File: config.mk
export PLATFORM = sky130hd
export DESIGN_NAME = pipelined_addsub_flat
export DESIGN_NICKNAME = d
export VERILOG_FILES = /design/src/rtl/pipelined_addsub_if.sv /design/src/rtl/pipelined_addsub.sv /design/src/flat_wrapper.sv
export SDC_FILE = /design/constraint.sdc
export NUM_CORES = 1
export LEC_CHECK = 0
export BUFFER_PORTS_ARGS = -buffer_cell sky130_fd_sc_hd__buf_2
export CORE_ASPECT_RATIO = 1.1
export CORE_MARGIN = 3
export CORE_UTILIZATION = 62
export CTS_CLUSTER_DIAMETER = 60
export DETAILED_ROUTE_END_ITERATION = 10
export PLACE_DENSITY = 0.84
export SLEW_MARGIN = 10
export SYNTH_ARGS = -nofsm -noshare
export SYNTH_HDL_FRONTEND = slang
export SYNTH_SLANG_ARGS = --single-unit
File: constraint.sdc
create_clock -name i_clk -period 11.95 [get_ports i_clk]
set_input_delay 2.9875 -clock i_clk [delete_from_list [all_inputs] [get_ports i_clk]]
set_output_delay 2.9875 -clock i_clk [all_outputs]
set_load 0.05 [all_outputs]
File: src/rtl/pipelined_addsub_if.sv
// Operand/result stream between issue logic and the pipelined add/sub unit.
// master = producer of operands and consumer of results; slave = the arithmetic unit.
interface pipelined_addsub_if #(
    parameter int WIDTH = 32
);
    logic             i_valid;
    logic             o_in_ready;
    logic [WIDTH-1:0] i_a;
    logic [WIDTH-1:0] i_b;
    logic             i_cin;
    logic             i_sub;
    logic             o_valid;
    logic             i_ready;
    logic [WIDTH-1:0] o_result;
    logic             o_cout;
    logic             o_ovf;
    logic             o_zero;

    modport master (
        output i_valid, i_a, i_b, i_cin, i_sub, i_ready,
        input  o_in_ready, o_valid, o_result, o_cout, o_ovf, o_zero
    );

    modport slave (
        input  i_valid, i_a, i_b, i_cin, i_sub, i_ready,
        output o_in_ready, o_valid, o_result, o_cout, o_ovf, o_zero
    );
endinterface

File: src/rtl/pipelined_addsub.sv
// Add/sub split into WIDTH/CHUNK carry-registered stages; latency WIDTH/CHUNK, 1 op/cycle, whole pipe freezes on o_valid & !i_ready.
// ADDSUB_SAT_EN: saturate o_result to the signed limit on overflow (flags stay unsaturated).
module pipelined_addsub #(
    parameter int WIDTH = 32,
    parameter int CHUNK = 8
) (
    input  logic              i_clk,
    input  logic              i_rst,
    pipelined_addsub_if.slave bus
);
    localparam int STAGES = WIDTH / CHUNK;

    logic adv;

    for (genvar k = 0; k < STAGES; k++) begin : g_stage
        // SW: operand bits not yet consumed; RW: result bits produced so far
        localparam int SW = WIDTH - k * CHUNK;
        localparam int RW = (k + 1) * CHUNK;

        logic [SW-1:0]  src_a;
        logic [SW-1:0]  src_b;
        logic           src_c;
        logic           src_v;
        logic [CHUNK:0] slice;
        logic [RW-1:0]  res_d;
        logic [RW-1:0]  res_q;
        logic           vld_q;
        logic           c_q;

        if (k == 0) begin : g_in
            assign src_v = bus.i_valid;
            assign src_a = bus.i_a;
            assign src_b = bus.i_sub ? ~bus.i_b : bus.i_b;
            assign src_c = bus.i_cin;
            assign res_d = slice[CHUNK-1:0];
        end else begin : g_in
            assign src_v = g_stage[k-1].vld_q;
            assign src_a = g_stage[k-1].g_out.a_q;
            assign src_b = g_stage[k-1].g_out.b_q;
            assign src_c = g_stage[k-1].c_q;
            assign res_d = {slice[CHUNK-1:0], g_stage[k-1].res_q};
        end

        assign slice = {1'b0, src_a[CHUNK-1:0]} + {1'b0, src_b[CHUNK-1:0]}
                     + {{CHUNK{1'b0}}, src_c};

        always_ff @(posedge i_clk or posedge i_rst) begin
            if (i_rst) begin
                vld_q <= 1'b0;
                c_q   <= 1'b0;
                res_q <= '0;
            end else if (adv) begin
                vld_q <= src_v;
                c_q   <= slice[CHUNK];
                res_q <= res_d;
            end
        end

        if (k < STAGES - 1) begin : g_out
            logic [SW-CHUNK-1:0] a_q;
            logic [SW-CHUNK-1:0] b_q;

            always_ff @(posedge i_clk or posedge i_rst) begin
                if (i_rst) begin
                    a_q <= '0;
                    b_q <= '0;
                end else if (adv) begin
                    a_q <= src_a[SW-1:CHUNK];
                    b_q <= src_b[SW-1:CHUNK];
                end
            end
        end else begin : g_last
            // src_b is already post-inversion, so this covers subtraction too
            logic ovf_d;
            logic ovf_q;
            logic zero_q;

            assign ovf_d = (src_a[SW-1] == src_b[SW-1]) & (res_d[RW-1] != src_a[SW-1]);

            always_ff @(posedge i_clk or posedge i_rst) begin
                if (i_rst) begin
                    ovf_q  <= 1'b0;
                    zero_q <= 1'b0;
                end else if (adv) begin
                    ovf_q  <= ovf_d;
                    zero_q <= ~|res_d;
                end
            end

`ifdef ADDSUB_SAT_EN
            logic amsb_q;

            always_ff @(posedge i_clk or posedge i_rst) begin
                if (i_rst) begin
                    amsb_q <= 1'b0;
                end else if (adv) begin
                    amsb_q <= src_a[SW-1];
                end
            end
`endif
        end
    end

    assign adv            = ~bus.o_valid | bus.i_ready;
    assign bus.o_in_ready = adv;
    assign bus.o_valid    = g_stage[STAGES-1].vld_q;
    assign bus.o_cout     = g_stage[STAGES-1].c_q;
    assign bus.o_ovf      = g_stage[STAGES-1].g_last.ovf_q;
    assign bus.o_zero     = g_stage[STAGES-1].g_last.zero_q;

`ifdef ADDSUB_SAT_EN
    // Positive overflow clamps to max, negative to min, chosen by A's sign
    logic sat_msb;
    assign sat_msb      = g_stage[STAGES-1].g_last.amsb_q;
    assign bus.o_result = bus.o_ovf ? {sat_msb, {(WIDTH-1){~sat_msb}}}
                                    : g_stage[STAGES-1].res_q;
`else
    assign bus.o_result = g_stage[STAGES-1].res_q;
`endif
endmodule

File: src/flat_wrapper.sv
// flat-port wrapper written by rule: the top's interface ports become plain ports
module pipelined_addsub_flat 
#(
    parameter int WIDTH = 32,
    parameter int CHUNK = 8
)
  (i_clk, i_rst, bus_i_valid, bus_i_a, bus_i_b, bus_i_cin, bus_i_sub, bus_i_ready, bus_o_in_ready, bus_o_valid, bus_o_result, bus_o_cout, bus_o_ovf, bus_o_zero);
  pipelined_addsub_if #(.WIDTH(WIDTH)) bus_i ();
  input  logic i_clk;
  input  logic i_rst;
  input wire logic [$bits(bus_i.i_valid)-1:0] bus_i_valid;
  input wire logic [$bits(bus_i.i_a)-1:0] bus_i_a;
  input wire logic [$bits(bus_i.i_b)-1:0] bus_i_b;
  input wire logic [$bits(bus_i.i_cin)-1:0] bus_i_cin;
  input wire logic [$bits(bus_i.i_sub)-1:0] bus_i_sub;
  input wire logic [$bits(bus_i.i_ready)-1:0] bus_i_ready;
  output wire logic [$bits(bus_i.o_in_ready)-1:0] bus_o_in_ready;
  output wire logic [$bits(bus_i.o_valid)-1:0] bus_o_valid;
  output wire logic [$bits(bus_i.o_result)-1:0] bus_o_result;
  output wire logic [$bits(bus_i.o_cout)-1:0] bus_o_cout;
  output wire logic [$bits(bus_i.o_ovf)-1:0] bus_o_ovf;
  output wire logic [$bits(bus_i.o_zero)-1:0] bus_o_zero;
  assign bus_i.i_valid = bus_i_valid;
  assign bus_i.i_a = bus_i_a;
  assign bus_i.i_b = bus_i_b;
  assign bus_i.i_cin = bus_i_cin;
  assign bus_i.i_sub = bus_i_sub;
  assign bus_i.i_ready = bus_i_ready;
  assign bus_o_in_ready = bus_i.o_in_ready;
  assign bus_o_valid = bus_i.o_valid;
  assign bus_o_result = bus_i.o_result;
  assign bus_o_cout = bus_i.o_cout;
  assign bus_o_ovf = bus_i.o_ovf;
  assign bus_o_zero = bus_i.o_zero;
  pipelined_addsub #(.WIDTH(WIDTH), .CHUNK(CHUNK)) u_core (.i_clk(i_clk), .i_rst(i_rst), .bus(bus_i));
endmodule
==> run summary, run 1 <==
Setup repair after global routing left no endpoint under its margin. The clock tree root buffer cell is sky130_fd_sc_hd__clkbuf_16. The measured slew at the worst slew-check pin was 1.01 ns. In the final design database the tool counted 1124 nets.

The Yosys step of the flow raised 0 warnings. The worst setup path is captured at a primary output. The number of buffer and inverter instances along the worst setup path is 4. The signal on the critical path passes through buf_2 > nor2b_4 > buf_4 > inv_4 > buf_2. The post-synthesis share of cell area spent on xor and xnor gates is 4.66%.

The adder-cell area share of the yosys netlist is 6.04%, and the routability congestion estimate is 0.835. For the worst-case vdd ir drop, the log shows 0.141 mV. The mux contribution to synthesized area is 0.133%, and the data required time at the worst endpoint is 8.96 ns. For flop-to-flop paths, the worst setup slack is 8.66 ns.

Across every metal layer, demand over resource in global routing totals 22.9%. Summed over all layers, the routed wires come to 16400 um. Adding up every negative setup slack in the final design gives 0 ns. Measured along the x axis, the die boundary spans 117 um.

After routing the design area is 0.00975 mm2. Input and output buffers added on the ports amount to 106. The die covers 0.0151 mm2. Initial antenna violation count: 0.

The run gives 5.04 nW as the leakage power total. The run gives 0 as the hold violation count in the final report. Across all hold checks on the routed design, the worst slack comes to 0.463 ns. The run gives 0.0133 mm2 as the area inside the core boundary.

The leading area contributor after synthesis is sky130_fd_sc_hd__dfrtp_1. The count of placed standard cells including taps was 1182; the average routed wire per standard cell was 13.5 um. Count of TritonRoute iterations in the first routing pass: 5.

The share of layout cells above drive strength 1 is 14.5%, and the antenna diode count is 0. The area growth from synthesis to layout is 15.3%. Clock-pin slew was measured on the worst setup and hold paths at 0.06 ns. The synthesized netlist devotes 7.96% of its cell area to compound gates. After synthesis, the mean cell area works out to 9.07 um2. For this block, the initial DRC count from the detailed router was 737. The largest family of logic cells by synthesized area was simple AND/OR/NAND/NOR gates.

The number of buffers inserted by hold repair at cts came out at 0. The total number of placement rows is 44, and the initial core utilization is 63.7%. The first global-routing pass estimated 28100 um of wire.

The logs give 107 for the largest net degree at the start of global routing and 0 for the final count of pins violating max slew. The logs give 0.00908 mm2 for the post-placement cell area and 40.2% for the proportion of power drawn by combinational gates. Setup violations remaining at the end of the flow were counted as 0.

The number of flops mapped to enable cells by yosys came out at 0. The run finished with clean final reports. The largest fanout on the critical path works out to 106. The largest individual stage delay along the critical path comes from the cell sky130_fd_sc_hd__buf_4.

Counting the buffers created by CTS gives 17. The count of nets left with antenna violations after detail routing is 0. The most common cell type on the critical path was sky130_fd_sc_hd__buf_2. By startpoint and endpoint, the worst setup path is classified as primary input to primary output. The clock latency reported for the late side of the worst-skew pair came out at 0.42 ns.

Final critical-path required period: 7.76 ns. After the flow finishes, the layout carries non-filler instances totaling 1214. The logs give 932 for the gate count of the mapped netlist and 55.0% for the part of the Yosys area used for sequential elements. The worst setup path is launched from a primary input. In the global route stage, met3 resource usage came out at 4.44%. The clock net in this run drives a total of 186 sinks. The number of flip-flops and latches in the synthesized netlist came out at 186. For the met2 track demand over resource, the log shows 36.7%. The fraction of power spent switching nets was 40.3%.

The longest clock path from root to sink contains 2 buffers. For the maximum clock frequency, the log shows 129 MHz. The total net switching power was 1.14 mW; the worst setup skew after layout was 0.00465 ns. The top-level I/O count is 107, and the global routing usage on met1 is 31.4%.

The total power density per cell area is 291 mW/mm2, and the internal power summed over all cells is 1.69 mW. Counting every net in the synthesized netlist gives 1038. The number of levels in the clock H-tree is 4. Arrival time at the worst endpoint: 4.77 ns. TritonCTS built the clock tree. Class of the worst hold path: register to register. The global routing stage identified its most utilized layer as met2. The routed layout has 6289 vias. The tool flagged a number of max-cap violations equal to 0. For the count of different cell masters after synthesis, the log shows 45. Sorting the synthesized cells by area gives the leading types as sky130_fd_sc_hd__dfrtp_1 55%, sky130_fd_sc_hd__nand2_1 19%, sky130_fd_sc_hd__ha_1 4.1%, sky130_fd_sc_hd__xnor2_1 3.6%, sky130_fd_sc_hd__o21ai_0 2.6%. Summed over all layers, the global routing overflow is 0. Summing every instance area after synthesis gives 0.00846 mm2. For this run, asynchronously set or reset flops after synthesis account for 100%.

The cell family contributing the most delay on the critical path is buffers and inverters. Measured along the y axis, the die boundary spans 128 um. The most used flip-flop cell after synthesis is sky130_fd_sc_hd__dfrtp_1. The clock network is responsible for 21.4% of the overall power.

Post-CTS timing repair inserted 0 buffers for setup. Fill cells in the final layout number 956. The tools report the via count of the first global-routing pass as 6000. For this run, design rule violations remaining after detail routing come to 0. After layout, the worst path uses 64.9% of the clock period. The share of the synthesized area in the top cell type works out to 55.0%. The post-synthesis simple-gate area fraction is 22.8%.

The worst pin sits at a relative slew slack of 32.6%. Power comes to 2.83 mW. After clock tree synthesis, the repair step resized 0 gates. On the worst path, the slowest cell contributes a delay of 0.72 ns. The via count normalized by instance count is 5.18, and the half-perimeter wire length after detailed placement is 10600 um. Of the total power, registers draw 38.4%.
worst reg2reg max path, delay by kind of cell (launching register included):
| kind | cells | cell delay (ns) |
|---|---|---|
| buf+inv | 3 | 1.86 |
| simple gates | 5 | 0.85 |
| flops | 1 | 0.37 |
| compound gates | 1 | 0.14 |
registers in the layout, indices dropped and copies added (netlist names):
register and count:
u_core.g_stage.res_q 48, u_core.bus.o_ovf 1, u_core.g_stage.c_q 3, u_core.bus.o_valid 1, u_core.g_stage.g_out.a_q 48, u_core.bus.o_zero 1, u_core.g_stage.vld_q 3, u_core.bus.o_cout 1
u_core.bus.o_result 32, u_core.g_stage.g_out.b_q 48
layout by cell type (no fill, tap or decap), drive strengths merged, types with 2 or more instances in the layout:
cell and instances:
fa 8, o31ai 13, inv 27, o21a 10, nand2 418, buf 111
nor3 11, a21o 3, dfrtp 186, ha 28, or3 3, clkinv 3
nand3 3, o21ai 46, a31oi 3, clkbuf 23, and3b 3, xor2 10
nor4 5, and3 2, xnor2 35, nor2 29, a211oi 4, bufinv 5
a21boi 2, o21bai 4, o211a 3, a21oi 16, nor2b 5
cell type report:
type	count	area [um2]	share of cell area, %
inverter	27	111	1.14
sequential	186	4650	47.7
timing repair buffer	111	588	6.03
multi-input combinational	675	3520	36.1
tap	184	230	2.36
clock inverter	8	165	1.69
clock buffer	23	478	4.90
final timing paths:
kind                                         start                         endpoint  cells after the start
max                                    bus_i_ready                   bus_o_in_ready                      5
min                        u_core.bus.o_result[16]          u_core.bus.o_result[16]                      2
max reg2reg                     u_core.bus.o_valid                u_core.bus.o_zero                      9
min reg2reg                u_core.bus.o_result[16]          u_core.bus.o_result[16]                      2
max in group asynchronous                    i_rst  u_core.g_stage[1].g_out.a_q[11]                      4
min in group asynchronous                    i_rst           u_core.bus.o_result[6]                      2
per-layer routing:
layer	wire length, um	vias to the layer above	part of all wire, %
met1	7440	2963	45
met3	761	25	4.7
met5	0	-	0
met4	351	0	2.1
met2	7810	153	48
li1	-	3148	-
synthesized netlist by cell type (all sizes together), types with 2 or more instances:
cell type / n
nand2: 418
dfrtp: 186
o21ai: 46
xnor2: 35
nor2: 29
ha: 28
inv: 27
clkbuf: 23
buf: 21
a21oi: 16
o31ai: 13
nor3: 11
o21a: 10
xor2: 10
fa: 8
nor2b: 5
nor4: 5
a211oi: 4
o21bai: 4
a21o: 3
a31oi: 3
and3b: 3
nand3: 3
o211a: 3
or3: 3
a21boi: 2
and3: 2
kinds of logic (layout without fill, tap and decap cells):
group	after synthesis	after routing
AND/OR/NAND/NOR	486	486
flip-flops	186	186
AO/OA/AOI/OAI	107	107
buffers and inverters	71	169
XOR/XNOR	45	45
adder cells (fa/ha/maj)	36	36
multiplexers	1	1
metrics by stage:
step                      util, %  setup WS, ns
after floorplan                 -          3.91
after global placement       68.4          4.19
after detailed placement     68.4          4.19
after CTS                    73.3          4.19
after global routing         73.5          4.04
final                        73.5          4.19
power groups by stage:
stage / Sequential, mW / Clock (mW) / Combinational [mW]
6_report: 1.09 / 0.607 / 1.14
5_1_grt: 1.12 / 0.643 / 1.28
4_1_cts: 1.08 / 0.615 / 1.15
3_5_place_dp: 1.09 / 0 / 1.13
3_3_place_gp: 1.08 / 0 / 1.10
2_1_floorplan: 1.25 / 0 / 0.702
(Power assumes the default switching activity.)
==> inputs of run 2 (changes only) <==
ABC_AREA = 1   (was default)
CORE_UTILIZATION = 52   (was 62)
PLACE_DENSITY = 0.75   (was 0.84)
clock period = 6.75 ns   (was 11.95 ns; I/O delays follow)
==> run 2 against run 1 <==
Flip-flop and latch count is the same. Count of clock-buffer cells in the layout decreased by 3. Clock power increased by 64%. Register-to-register slack worse by 4.5 ns. Die area is 20% higher. Setup slack got worse by 1.9 ns. Critical path depth shrank 1. Largest cell class unchanged. Cell count increased by 6.0%. Highest routed layer unchanged. Total power is 72% higher. Global-route usage fell by 3.8 points. Synthesized cell count is 6.1% higher. Sequential power grew 74%. Critical path type unchanged.
==> run summary, run 2 <==
The initial core utilization is 53.8% (-9.9 points), and the die extent in x is 129 um (+9.6%). The final count of pins violating max slew is 0 (unchanged), and the fraction of power spent switching nets is 42.4% (+2.2 points). The number of cells on the worst reg-to-reg path is 7 (-2). The logs give 4.13 ns (-4.53 ns) for the internal reg-to-reg setup slack and 1095 (+5.5%) for the number of nets produced by synthesis. The largest fanout on the critical path was 78 (-26%); the final period utilization was 66.0%.

CTS sink count: 186 (unchanged). In this run the most critical hold path is launched from u_core.g_stage[2].vld_q. For the clock network power share, the log shows 20.4% (-1.0 points).

Average routed wire per standard cell: 12.9 um (-4.0%). For the post-route DRC violation count, the log shows 0 (unchanged). For hold timing, the worst endpoint is u_core.bus.o_valid. Critical path start-end classification: primary input to primary output.

The total number of vias was 6388 (+1.6%). The via count normalized by instance count works out to 4.96 (-4.2%). The internal power summed over all cells was 2.81 mW (+66%); the clock latency reported for the late side of the worst-skew pair was 0.42 ns (about the same).

The count of warnings emitted by yosys was 0 (unchanged); the buffer depth of the longest clock path was 2 (unchanged). The tools report the clock tree root buffer cell as sky130_fd_sc_hd__clkbuf_16. For the number of buffers created by CTS, the log shows 17 (unchanged). The tools report the via count of the first global-routing pass as 6024 (+0.40%).

In this run the critical register-to-register path is launched from u_core.bus.o_valid. The run finished with clean final reports. The cell with the most instances after synthesis was sky130_fd_sc_hd__nand2_1. For the cell area after technology mapping, the log shows 0.00860 mm2 (+1.7%). The number of flops mapped to enable cells by yosys came out at 0 (unchanged). The average instance area after synthesis came out at 8.69 um2 (-4.2%). The area inside the core boundary was 0.0160 mm2 (+20%); the total net switching power was 2.07 mW (+81%). The share of flip-flops with an asynchronous set or reset was 100% (unchanged); the half-perimeter wire length after detailed placement was 10900 um (+2.8%). The tools report the worst setup skew after layout as 0.00788 ns (+0.00323 ns).

The overall fraction of global-route tracks in use is 19.1% (-3.8 points). The post-placement cell area is 0.00917 mm2 (+0.94%). The tightest min-delay check is of the register to register type. Setup total negative slack: 0 ns (unchanged). The leading cell type in the layout, fill and taps excluded was sky130_fd_sc_hd__nand2_1. The tools report the count of different cell masters after synthesis as 31 (-31%). The tools report the routability congestion estimate as 0.832 (-0.37%). Setup repair after global routing left no endpoint under its margin. The leading area contributor after synthesis is sky130_fd_sc_hd__dfrtp_1. Leaving out fill and tap cells, the most frequent cells in the layout are 414 x sky130_fd_sc_hd__nand2_1, 186 x sky130_fd_sc_hd__dfrtp_1, 106 x sky130_fd_sc_hd__buf_2. The final worst setup slack is 2.29 ns (-1.90 ns). The clock slew at the register clock pins of the worst setup and hold paths was 0.07 ns (about the same).

STA classifies the critical path endpoint as a primary output. The logs give 2.77 ns (-2.00 ns) for the arrival time at the worst endpoint and 0 (unchanged) for the initial antenna violation count. The antenna diode count is 0 (unchanged), and the pre-CTS setup slack is 2.31 ns (-1.89 ns). The total power density per cell area is 500 mW/mm2 (+72%), and the proportion of power drawn by combinational gates is 40.7% (+0.5 points).

The share of the synthesized area in the top cell type is 54.1% (-0.91 points). The number of buffers inserted to repair setup after CTS is 0 (unchanged), and the DRC marker count from the first detailed-route iteration is 496 (-33%). The area growth from synthesis to layout is 13.5%. The hold violation count in the final report is 0 (unchanged). Final standard cell area without fillers: 0.00976 mm2 (+0.10%). The share of layout cells above drive strength 1 is 13.5% (-0.94 points).

The startpoint of the most critical setup path was bus_i_ready. Count of maximum capacitance violations: 0 (unchanged). The largest registers in the layout are u_core.g_stage.g_out.a_q x48, u_core.g_stage.g_out.b_q x48, u_core.g_stage.res_q x48. The tools report the worst-case headroom to the max-slew limit as 34.1% (+1.5 points). The tools report the total number of placement rows as 48 (+9.1%). End of the worst register-to-register path: u_core.g_stage[0].res_q[2]. For the count of TritonRoute iterations in the first routing pass, the log shows 7 (+2).

For the number of gates given a new drive strength after cts, the log shows 0 (unchanged). The run gives 5.06 ns (-3.90 ns) as the data required time at the worst endpoint. The run gives 0.234 mV (+66%) as the worst-case vdd ir drop.

The leakage power total was 5.12 nW (+1.6%). In the post-synthesis netlist, the biggest area contributors are sky130_fd_sc_hd__dfrtp_1 54%, sky130_fd_sc_hd__nand2_1 18%, sky130_fd_sc_hd__o21ai_0 5.3%, sky130_fd_sc_hd__ha_1 4.1%, sky130_fd_sc_hd__inv_1 2.8%. TritonCTS built the clock tree. The floorplan die area is 0.0181 mm2 (+20%). Dominant register cell in the synthesized netlist: sky130_fd_sc_hd__dfrtp_1. The run gives 38.9% (+0.5 points) as the fraction of power consumed by sequential logic. The routed wire length is 16600 um (+1.8%). The number of buffers inserted by hold repair at cts was 0 (unchanged). The tools report the largest net degree at the start of global routing as 121 (+13%). The logs give 224 MHz for the maximum clock frequency and 107 (unchanged) for the top-level I/O count.

Measured slew at the worst slew-check pin: 0.989 ns (-0.0221 ns). The logs give 1180 (+5.0%) for the number of nets in the layout and 0 (unchanged) for the count of nets left with antenna violations after detail routing. The part of the Yosys area used for sequential elements is 54.1% (-0.91 points), and the final critical-path required period is 4.46 ns. The aggregate global routing overflow was 0 (unchanged).

The number of flip-flops and latches in the synthesized netlist works out to 186 (unchanged). For the number of endpoints failing setup at the final stage, the log shows 0 (unchanged). The number of cells on the worst hold path works out to 2 (unchanged).

The vertical extent of the die was 141 um (+9.6%). After synthesis, the most frequently instantiated cells are 414 x sky130_fd_sc_hd__nand2_1, 186 x sky130_fd_sc_hd__dfrtp_1, 91 x sky130_fd_sc_hd__o21ai_0. The number of levels in the clock H-tree was 4 (unchanged); the gate count of the mapped netlist was 989 (+6.1%). The worst setup path is launched from a primary input.

The number of port buffers was 106 (unchanged). The tools report the wire length of the first global-routing pass as 28300 um (+0.72%).
run 2: worst max-delay path, cell delays in order:
cell                     delay, ns
sky130_fd_sc_hd__buf_2        0.10
sky130_fd_sc_hd__nor2_4       0.05
sky130_fd_sc_hd__inv_4        0.51
sky130_fd_sc_hd__buf_2        0.39
run 2: how the worst max path moves through the flow:
stage / cells after the start / slack, ns / to
after floorplan: 1 / 0.005 / u_core.bus.o_cout
after global placement: 4 / 2.29 / bus_o_in_ready
after detailed placement: 4 / 2.31 / bus_o_in_ready
after CTS: 4 / 2.31 / bus_o_in_ready
after global routing: 4 / 2.23 / bus_o_in_ready
final: 4 / 2.29 / bus_o_in_ready
run 2: logic make-up after synthesis:
| family | after synthesis | synth area share [%] |
|---|---|---|
| AND/OR/NAND/NOR | 489 | 22.3 |
| flip-flops | 186 | 54.1 |
| AO/OA/AOI/OAI | 133 | 8.14 |
| buffers and inverters | 109 | 5.78 |
| XOR/XNOR | 36 | 3.67 |
| adder cells (fa/ha/maj) | 36 | 5.94 |
run 2: area by class of cell:
cell class / count / area [um2]
timing repair buffer: 110 / 561
tap: 200 / 250
inverter: 65 / 254
fill: 1426 / 6210
multi-input combinational: 694 / 3450
clock buffer: 20 / 457
sequential: 186 / 4650
clock inverter: 12 / 139
run 2: power by group through the flow:
stage               logic (mW)  registers (mW)  clock network, mW
global route              2.25            1.96               1.07
finish                    1.98            1.90              0.995
floorplan                 1.24            2.20                  0
global placement          1.93            1.90                  0
CTS                       2.00            1.90               1.02
detailed placement        1.98            1.91                  0
run 2: per-stage QoR:
step	power, mW	utilization, %	std cells	hold WS, ns
after floorplan	3.44	-	989	0.420
after global placement	3.83	57.4	1255	0.427
after detailed placement	3.89	57.4	1255	0.432
after CTS	4.91	61.1	1287	0.449
after global routing	5.27	61.1	1287	0.488
final	4.88	61.1	1287	0.447
run 2: per-layer routing:
metal | global-route usage (%) | up-vias | wire [um]
li1 | - | 3294 | -
met2 | 29.1 | 112 | 7490
met5 | 0 | - | 0
met1 | 28.4 | 2970 | 8320
met4 | 4.98 | 0 | 162
met3 | 3.75 | 12 | 672
==> inputs of run 3 (changes only) <==
ABC_AREA = 0   (was 1)
CORE_UTILIZATION = 58   (was 52)
PLACE_DENSITY = 0.79   (was 0.75)
clock period = 4.3 ns   (was 6.75 ns; I/O delays follow)
==> run 3 against run 2 <==
Flip-flop and latch count did not move. Hold slack gained 0.013 ns. Total power grew 57%. Die area is 11% lower. Sequential share of layout area up 0.10 points. Largest cell class unchanged.
==> run summary, run 3 (synthesized netlist as in run 1, its figures left out) <==
The internal power summed over all cells was 4.54 mW (+62%); the total number of vias was 6209 (-2.8%). The number of endpoints failing setup at the final stage was 0 (unchanged); the via count of the first global-routing pass was 5876 (-2.5%). The share of layout cells above drive strength 1 was 14.5% (+1.0 points); the antenna diode count was 0 (unchanged).

The number of buffers created by CTS came out at 17 (unchanged). The class of the worst hold path was register to register. The post-route DRC violation count is 0 (unchanged). The run gives 4.58 ns (-0.48 ns) as the data required time at the worst endpoint.

The number of buffers inserted to repair setup after CTS came out at 0 (unchanged). The clock latency reported for the late side of the worst-skew pair was 0.42 ns (about the same). The run finished with clean final reports.

Setup repair after global routing left no endpoint under its margin. Following the worst setup path forward leads to its endpoint at u_core.g_stage[0].c_q. The tree is rooted in a sky130_fd_sc_hd__clkbuf_16. The arrival time at the worst endpoint was 3.15 ns (+0.38 ns); the average routed wire per standard cell was 13.3 um (+2.9%).

The number of levels in the clock H-tree is 4 (unchanged), and the area inside the core boundary is 0.0140 mm2 (-12%). TritonCTS built the clock tree. The run gives 1126 (-4.6%) as the number of nets in the layout. Clock network power share: 19.7% (-0.7 points). The worst-case vdd ir drop was 0.336 mV (+43%). For the post-layout utilization of the core, the log shows 69.5% (+8.4 points). The count of TritonRoute iterations in the first routing pass is 4 (-3). For the fraction of power consumed by sequential logic, the log shows 39.3% (+0.4 points). The leading cell type in the layout, fill and taps excluded is sky130_fd_sc_hd__nand2_1.

The logs give 43.1% (+9.0 points) for the worst-case headroom to the max-slew limit and 0.0161 mm2 (-11%) for the floorplan die area. The measured slew at the worst slew-check pin was 0.852 ns (-0.137 ns); the initial core utilization was 60.3% (+6.5 points). The hold violation count in the final report is 0 (unchanged). The number of cells on the worst reg-to-reg path was 10 (+3); the internal reg-to-reg setup slack was 1.78 ns (-2.35 ns).

The number of port buffers was 106 (unchanged); the clock slew at the register clock pins of the worst setup and hold paths was 0.06 ns (about the same). The initial antenna violation count was 0 (unchanged); the final period utilization was 66.8%. Total net switching power: 3.13 mW (+51%).

Aggregate global routing overflow: 0 (unchanged). Static timing analysis puts the maximum clock frequency at 348 MHz. The tools report the largest net degree at the start of global routing as 209 (+73%).

In this run the critical register-to-register path is captured at u_core.bus.o_zero. The run gives 27800 um (-1.6%) as the wire length of the first global-routing pass. The number of gates given a new drive strength after cts was 0 (unchanged); the largest fanout on the critical path was 16 (-79%).

The tools report the DRC marker count from the first detailed-route iteration as 530 (+6.9%). The fraction of power spent switching nets is 40.8% (-1.6 points), and the total power consumption of the routed design is 7.67 mW (+57%). The startpoint of the tightest hold check path was u_core.g_stage[2].vld_q. The via count normalized by instance count is 5.09 (+2.5%). The logs give 0 ns (unchanged) for the setup total negative slack and 41.0% (+0.3 points) for the proportion of power drawn by combinational gates.

The logs give 0 (unchanged) for the final count of pins violating max slew and 2 (unchanged) for the buffer depth of the longest clock path. For the final worst setup slack, the log shows 1.43 ns (-0.866 ns). The critical path start-end classification is primary input to register. The largest registers in the layout are u_core.g_stage.g_out.a_q x48, u_core.g_stage.g_out.b_q x48, u_core.g_stage.res_q x48. The routability congestion estimate was 0.817 (-1.8%). Vertical extent of the die: 133 um (-5.8%). The top-level I/O count is 107 (unchanged). The startpoint of the most critical setup path was bus_i_sub. Nature of the critical path startpoint: a primary input. Pre-CTS setup slack: 1.02 ns (-1.29 ns). The library cells used most frequently in the layout, excluding fill and tap cells, are 418 x sky130_fd_sc_hd__nand2_1, 186 x sky130_fd_sc_hd__dfrtp_1, 106 x sky130_fd_sc_hd__buf_2. The leakage power total came out at 5.02 nW (-1.9%). The startpoint identified for the worst register-to-register timing path is u_core.g_stage[2].g_out.b_q[0]. The worst setup skew after layout came out at 0.00508 ns (-0.00279 ns). The area growth from synthesis to layout was 15.2%. The tools report the overall fraction of global-route tracks in use as 21.5% (+2.4 points). The count of nets left with antenna violations after detail routing is 0 (unchanged), and the number of buffers inserted by hold repair at cts is 0 (unchanged).

The die extent in x is 121 um (-5.8%). The endpoint type of the worst setup path was a register. The total power density per cell area is 787 mW/mm2 (+58%).

The half-perimeter wire length after detailed placement is 10900 um (+0.27%), and the final critical-path required period is 2.87 ns. The CTS sink count is 186 (unchanged), and the count of maximum capacitance violations is 0 (unchanged). The run gives 45 (-6.3%) as the total number of placement rows. Routed wire length: 16200 um (-2.5%).
[run 3: changes by cell type in the layout (fill, tap and decap cells not counted), sizes merged, moves of 5 or more]
cell	previous run	this run
o21ai	92	46
inv	68	26
nand3	22	3
o31ai	0	13
a21oi	26	16
nor3	1	11
nand4	10	1
xnor2	27	35
o21a	3	10
nor2	34	29
nor2b	0	5
nor4	0	5
[run 3: stage by stage]
stage	std cells	area, um2	hold WS, ns
after floorplan	932	8460	0.430
after global placement	1189	9170	0.444
after detailed placement	1189	9170	0.447
after CTS	1220	9740	0.461
after global routing	1220	9740	0.468
final	1220	9740	0.460
[run 3: worst max-delay path, stage by stage]
cell	delay [ns]
sky130_fd_sc_hd__buf_2	0.13
sky130_fd_sc_hd__buf_4	0.30
sky130_fd_sc_hd__xor2_1	0.17
sky130_fd_sc_hd__fa_1	0.44
sky130_fd_sc_hd__a21o_1	0.17
sky130_fd_sc_hd__a21oi_1	0.29
sky130_fd_sc_hd__o21ai_0	0.12
sky130_fd_sc_hd__and3b_1	0.19
sky130_fd_sc_hd__o21ai_0	0.16
sky130_fd_sc_hd__a31oi_1	0.10
[run 3: power groups by stage]
stage	Sequential, mW	Combinational [mW]	Clock, mW
3_3_place_gp	3.01	3.07	0
2_1_floorplan	3.47	1.95	0
4_1_cts	3.01	3.18	1.54
6_report	3.01	3.14	1.51
5_1_grt	3.11	3.54	1.60
3_5_place_dp	3.03	3.15	0
[run 3: how the worst min path moves through the flow]
stage / endpoint / slack, ns / depth (start not counted)
6_report: u_core.g_stage[2].vld_q / 0.46 / 2
5_1_grt: u_core.bus.o_valid / 0.47 / 1
4_1_cts: u_core.g_stage[2].vld_q / 0.46 / 2
3_5_place_dp: u_core.g_stage[2].vld_q / 0.45 / 2
3_3_place_gp: u_core.bus.o_valid / 0.44 / 1
2_1_floorplan: u_core.g_stage[2].vld_q / 0.43 / 2
[run 3: layout make-up]
type / instances / area (um2)
Sequential cell: 186 / 4650
Fill cell: 1082 / 4280
Multi-Input combinational cell: 675 / 3520
Timing Repair Buffer: 113 / 646
Clock buffer: 24 / 482
Tap cell: 188 / 235
Inverter: 27 / 108
Clock inverter: 7 / 91.3
[run 3: metal layers]
metal | global-route usage, % | up-vias | wire length, um
met4 | 7.56 | 0 | 257
met3 | 3.93 | 20 | 635
met5 | 0 | - | 0
li1 | - | 3152 | -
met2 | 32.8 | 121 | 7570
met1 | 31.1 | 2916 | 7770
